### src/rtl/fetch_sequencer.sv
// rtl/fetch_sequencer.sv - instruction-fetch controller between the PC register, imem and decode
module fetch_sequencer #(
  parameter int AW = 8,
  parameter int DW = 8
) (
  input  logic          clk,
  input  logic          reset,
  input  logic          en,
  input  logic          halt,
  input  logic [AW-1:0] pc_in,
  output logic          pc_inc,
  output logic          pc_write_en,
  output logic [AW-1:0] pc_datain,
  output logic          imem_req,
  output logic [AW-1:0] imem_addr,
  input  logic          imem_ack,
  input  logic [DW-1:0] imem_rdata,
  output logic [DW-1:0] instr,
  output logic [AW-1:0] instr_pc,
  output logic          instr_valid,
  input  logic          instr_ready,
  input  logic          br_taken,
  input  logic [AW-1:0] br_target,
  output logic          busy
);

  typedef enum logic [2:0] {
    S_IDLE,
    S_ISSUE,
    S_WAIT,
    S_HOLD,
    S_REDIRECT,
    S_DRAIN
  } state_t;

  state_t state;
  state_t next_state;
  logic   go;

  assign go = en && !halt;

  always_ff @(posedge clk) begin
    if (reset) begin
      state <= S_IDLE;
    end else begin
      state <= next_state;
    end
  end

  always_comb begin
    next_state = state;
    case (state)
      S_IDLE: begin
        if (br_taken)  next_state = S_REDIRECT;
        else if (go)   next_state = S_ISSUE;
      end
      S_ISSUE: begin
        next_state = br_taken ? S_REDIRECT : S_WAIT;
      end
      S_WAIT: begin
        if (br_taken && imem_ack) next_state = S_REDIRECT;
        else if (br_taken)        next_state = S_DRAIN;
        else if (imem_ack)        next_state = S_HOLD;
      end
      S_HOLD: begin
        if (br_taken)         next_state = S_REDIRECT;
        else if (instr_ready) next_state = go ? S_ISSUE : S_IDLE;
      end
      S_REDIRECT: begin
        if (br_taken) next_state = S_REDIRECT;
        else          next_state = go ? S_ISSUE : S_IDLE;
      end
      S_DRAIN: begin
        // A redirect landing with the ack still needs a write before ISSUE may sample pc_in.
        if (br_taken && imem_ack) next_state = S_REDIRECT;
        else if (br_taken)        next_state = S_DRAIN;
        else if (imem_ack)        next_state = go ? S_ISSUE : S_IDLE;
      end
      default: next_state = S_IDLE;
    endcase
  end

  always_ff @(posedge clk) begin
    if (reset) begin
      pc_inc      <= 1'b0;
      pc_write_en <= 1'b0;
      pc_datain   <= '0;
      imem_addr   <= '0;
      instr       <= '0;
      instr_pc    <= '0;
    end else begin
      pc_inc      <= (state == S_WAIT) && (next_state == S_HOLD);
      // Every state answers br_taken by moving to REDIRECT or DRAIN, both of which write the PC.
      pc_write_en <= br_taken;
      if (br_taken) begin
        pc_datain <= br_target;
      end
      if (state == S_ISSUE) begin
        imem_addr <= pc_in;
      end
      if ((state == S_WAIT) && imem_ack && !br_taken) begin
        instr    <= imem_rdata;
        instr_pc <= imem_addr;
      end
    end
  end

  assign imem_req    = (state == S_WAIT) || (state == S_DRAIN);
  assign instr_valid = (state == S_HOLD);
  assign busy        = (state != S_IDLE);

endmodule

### config.mk
export PLATFORM = sky130hd
export DESIGN_NAME = fetch_sequencer
export DESIGN_NICKNAME = d
export VERILOG_FILES = /design/src/rtl/fetch_sequencer.sv
export SDC_FILE = /design/constraint.sdc
export NUM_CORES = 1
export LEC_CHECK = 0
export ABC_AREA = 1
export CAP_MARGIN = 20
export CORE_MARGIN = 5
export CORE_UTILIZATION = 44
export CTS_CLUSTER_DIAMETER = 150
export DETAILED_ROUTE_END_ITERATION = 8
export PLACE_DENSITY = 0.95
export SYNTH_ARGS = -nofsm -noshare
export SYNTH_HDL_FRONTEND = slang
export SYNTH_SLANG_ARGS = --single-unit
### constraint.sdc
create_clock -name clk -period 1.6 [get_ports clk]
set_input_delay 0.32 -clock clk [delete_from_list [all_inputs] [get_ports clk]]
set_output_delay 0.32 -clock clk [all_outputs]
set_load 0.03 [all_outputs]
==> flow_summary.ini <==
[worst_setup_path]
crit_path_start_kind = flop
crit_path_end_kind = primary output
crit_required_ns = 1.28
reg2reg_depth = 4
r2r_setup_slack_ns = 0.41
worstPathMaxFanout = 7
critical_path_class = reg -> out
critPathArrivalTime_ns = 1.17

[logic_synthesis]
netlist_area_sq_mm = 0.00148
synth_common_cells = 37 x dfxtp_1, 32 x nand2_1, 24 x nor2_1
ys.flop_type = dfxtp_1
yosys_register_bits = 37
ys_warn_count = 0
synth-edff-count = 0
syn-num-nets = 209
synth_seq_area_share = 0.501
synth_top_cells_by_area = dfxtp_1 50%, nand2_1 8.1%, nor2_1 6.1%
syn_inst = 178
yosysTopAreaCell = dfxtp_1
async_reset_ff_frac = 0
synth.most_common_cell = dfxtp_1
synth_top_cell_area_share = 0.501
ys_types = 23
syn_avg_cell_area_sq_um = 8.30

[routing]
via_per_inst = 4.74
routedWlPerCell_um = 12.1
vias = 1421
drt-initial-drc-count = 81
drc = 0
detail-route-antenna-nets = 0
drt_pass1_iterations = 4
wirelength_mm = 3.63

[global_routing]
grt_pass1_wl_mm = 6.00
antenna_found_initial = 0
grt_pass1_vias = 1358
met3_usage = 0.0575
grt.overflow.total = 0
met2_usage = 0.279
grt-busiest-layer = met2
gr-usage-met1 = 0.205
grt_max_degree = 22
gr-usage-all-layers = 0.172

[sta]
relSlewSlack = 0.784
hold_violations = 0
fin_tns_setup_ns = 0
slew_violations = 0
fin_crit_sh = 0.933
finalSetupViolations = 0
final.min_clock_period_ns = 1.49
fin_skew_ns = 0.00759
worst_pin_slew_ns = 0.325
fmax_mhz = 670
rsz0062_at_grt = false

[die]
die_area_sq_mm = 0.00462
num_rows = 21
initial_core_util = 0.450
fp.coreArea_sq_mm = 0.00328
die_x_um = 68.0
io_pins = 68
fp.dieH_um = 68.0

[run]
max_cap_violations = 0

[status]
status = finished clean

[power]
pwr-share-seq = 0.575
p_leak_nw = 1.10
pwr-share-comb = 0.158
switchingPower_w = 0.000440
vdd_drop_max_uv = 593
p_int_w = 0.00124
swShare = 0.262
power.density_mw_per_mm2 = 758
power_frac_clock = 0.267

[clocking]
postCtsHoldBufs = 0
postCtsSetupBuffers = 0
cts_tree = yes
cts_root_buf = clkbuf_4
cts_buffers = 5
clk_pin_slew_worst_paths_ns = 0.10
clkLatencyLatePin_ns = 0.33
clockBufferDepth = 2
clock-sinks = 37
cts_max_level = 2

[cells_and_area]
drive_gt1_frac = 0.181
syn2layout_area_growth_pct = 50.0
final_util = 0.675
antennaDiodeCount = 0
fin_nets = 284

[min_path]
hold_path.class = reg -> reg
hold_depth = 2

[place]
portBuffers = 67
gp_congestion = 0.739
place_hpwl_mm = 2.78
-- per-stage QoR --
| stage | area [sq um] | std cells | worst slack (ns) | total power [W] | hold slack, ns |
|---|---|---|---|---|---|
| detailed placement | 2200 | 292 | 0.0685 | 0.00127 | 0.458 |
| finish | 2220 | 300 | 0.108 | 0.00168 | 0.471 |
| floorplan | 1480 | 178 | 0.315 | 0.00112 | 0.392 |
| global route | 2220 | 300 | 0.00730 | 0.00176 | 0.487 |
| CTS | 2210 | 300 | 0.00738 | 0.00171 | 0.466 |
| global placement | 2200 | 292 | 0.111 | 0.00126 | 0.455 |
-- cell families (layout without fill, tap and decap cells) --
logic type / count (synthesis) / in the layout / share of synthesized area
buf+inv: 24 / 100 / 0.0897
simple gates: 76 / 76 / 0.240
flops: 37 / 37 / 0.501
compound gates: 41 / 41 / 0.169
-- routing by layer --
layer  part of all wire  vias to the layer above
met5                  0                        -
li1                   -                      722
met3              0.087                        7
met4              0.015                        0
met2               0.48                       54
met1               0.42                      638
-- layout make-up --
| type | count | area (sq um) |
|---|---|---|
| clock inverters | 2 | 10.0 |
| fillers | 286 | 1070 |
| clock buffers | 6 | 41.3 |
| flip-flops and latches | 37 | 744 |
| multi-input cells | 117 | 607 |
| well taps | 46 | 57.6 |
| inverters | 17 | 63.8 |
| repair buffers | 75 | 693 |
-- power by group through the flow --
stage                     logic [W]  clock network (W)  registers [W]
final                      0.000266           0.000449       0.000965
after global routing       0.000288           0.000502       0.000970
after CTS                  0.000267           0.000474       0.000965
after detailed placement   0.000283                  0       0.000986
after global placement     0.000278                  0       0.000985
after floorplan           0.0000850                  0        0.00103
-- path summary, 6_finish.rpt --
kind | from | endpoint
worst min register to register | imem_addr[5] | instr_pc[5]
worst max register to register | state[2] | imem_addr[4]
worst max-delay path | state[2] | imem_req
worst min-delay path | imem_addr[5] | instr_pc[5]
-- what timing repair did --
item	4_1_cts	5_1_grt
endpoints found under the setup margin	35	2
cloned	0	0
pin swaps	0	0
resized for setup	35	4
-- registers in the layout, indices dropped and copies added (netlist names) --
name and count:
imem_addr 8, instr 8, instr_pc 8, pc_datain 8, state 3, pc_inc 1, pc_write_en 1
-- worst max-delay path, stage by stage, from the launching register on --
cell and delay [ns]:
dfxtp_2 0.41, inv_2 0.08, nand3_4 0.09, nand2_1 0.08
buf_4 0.17
-- cell usage in the layout, fill, tap and decap left out --
cell              n
inv_1            12
nand4_1           1
nor2_2            3
dfxtp_1          34
o21ai_0          11
nand2_2           1
clkinv_2          2
a21oi_2           4
nand3_1          12
nand2_1          32
nand3_4           1
clkdlybuf4s50_1  30
o21ai_1           5
dlygate4sd2_1    34
inv_2             5
buf_12            1
clkbuf_4          5
nor2_1           23
nand3_2           1
nor2_4            1
dfxtp_2           3
clkbuf_1          1
o21ai_2           8
nor2_8            1
buf_4            10
a21oi_1          13
(Power assumes the default switching activity.)
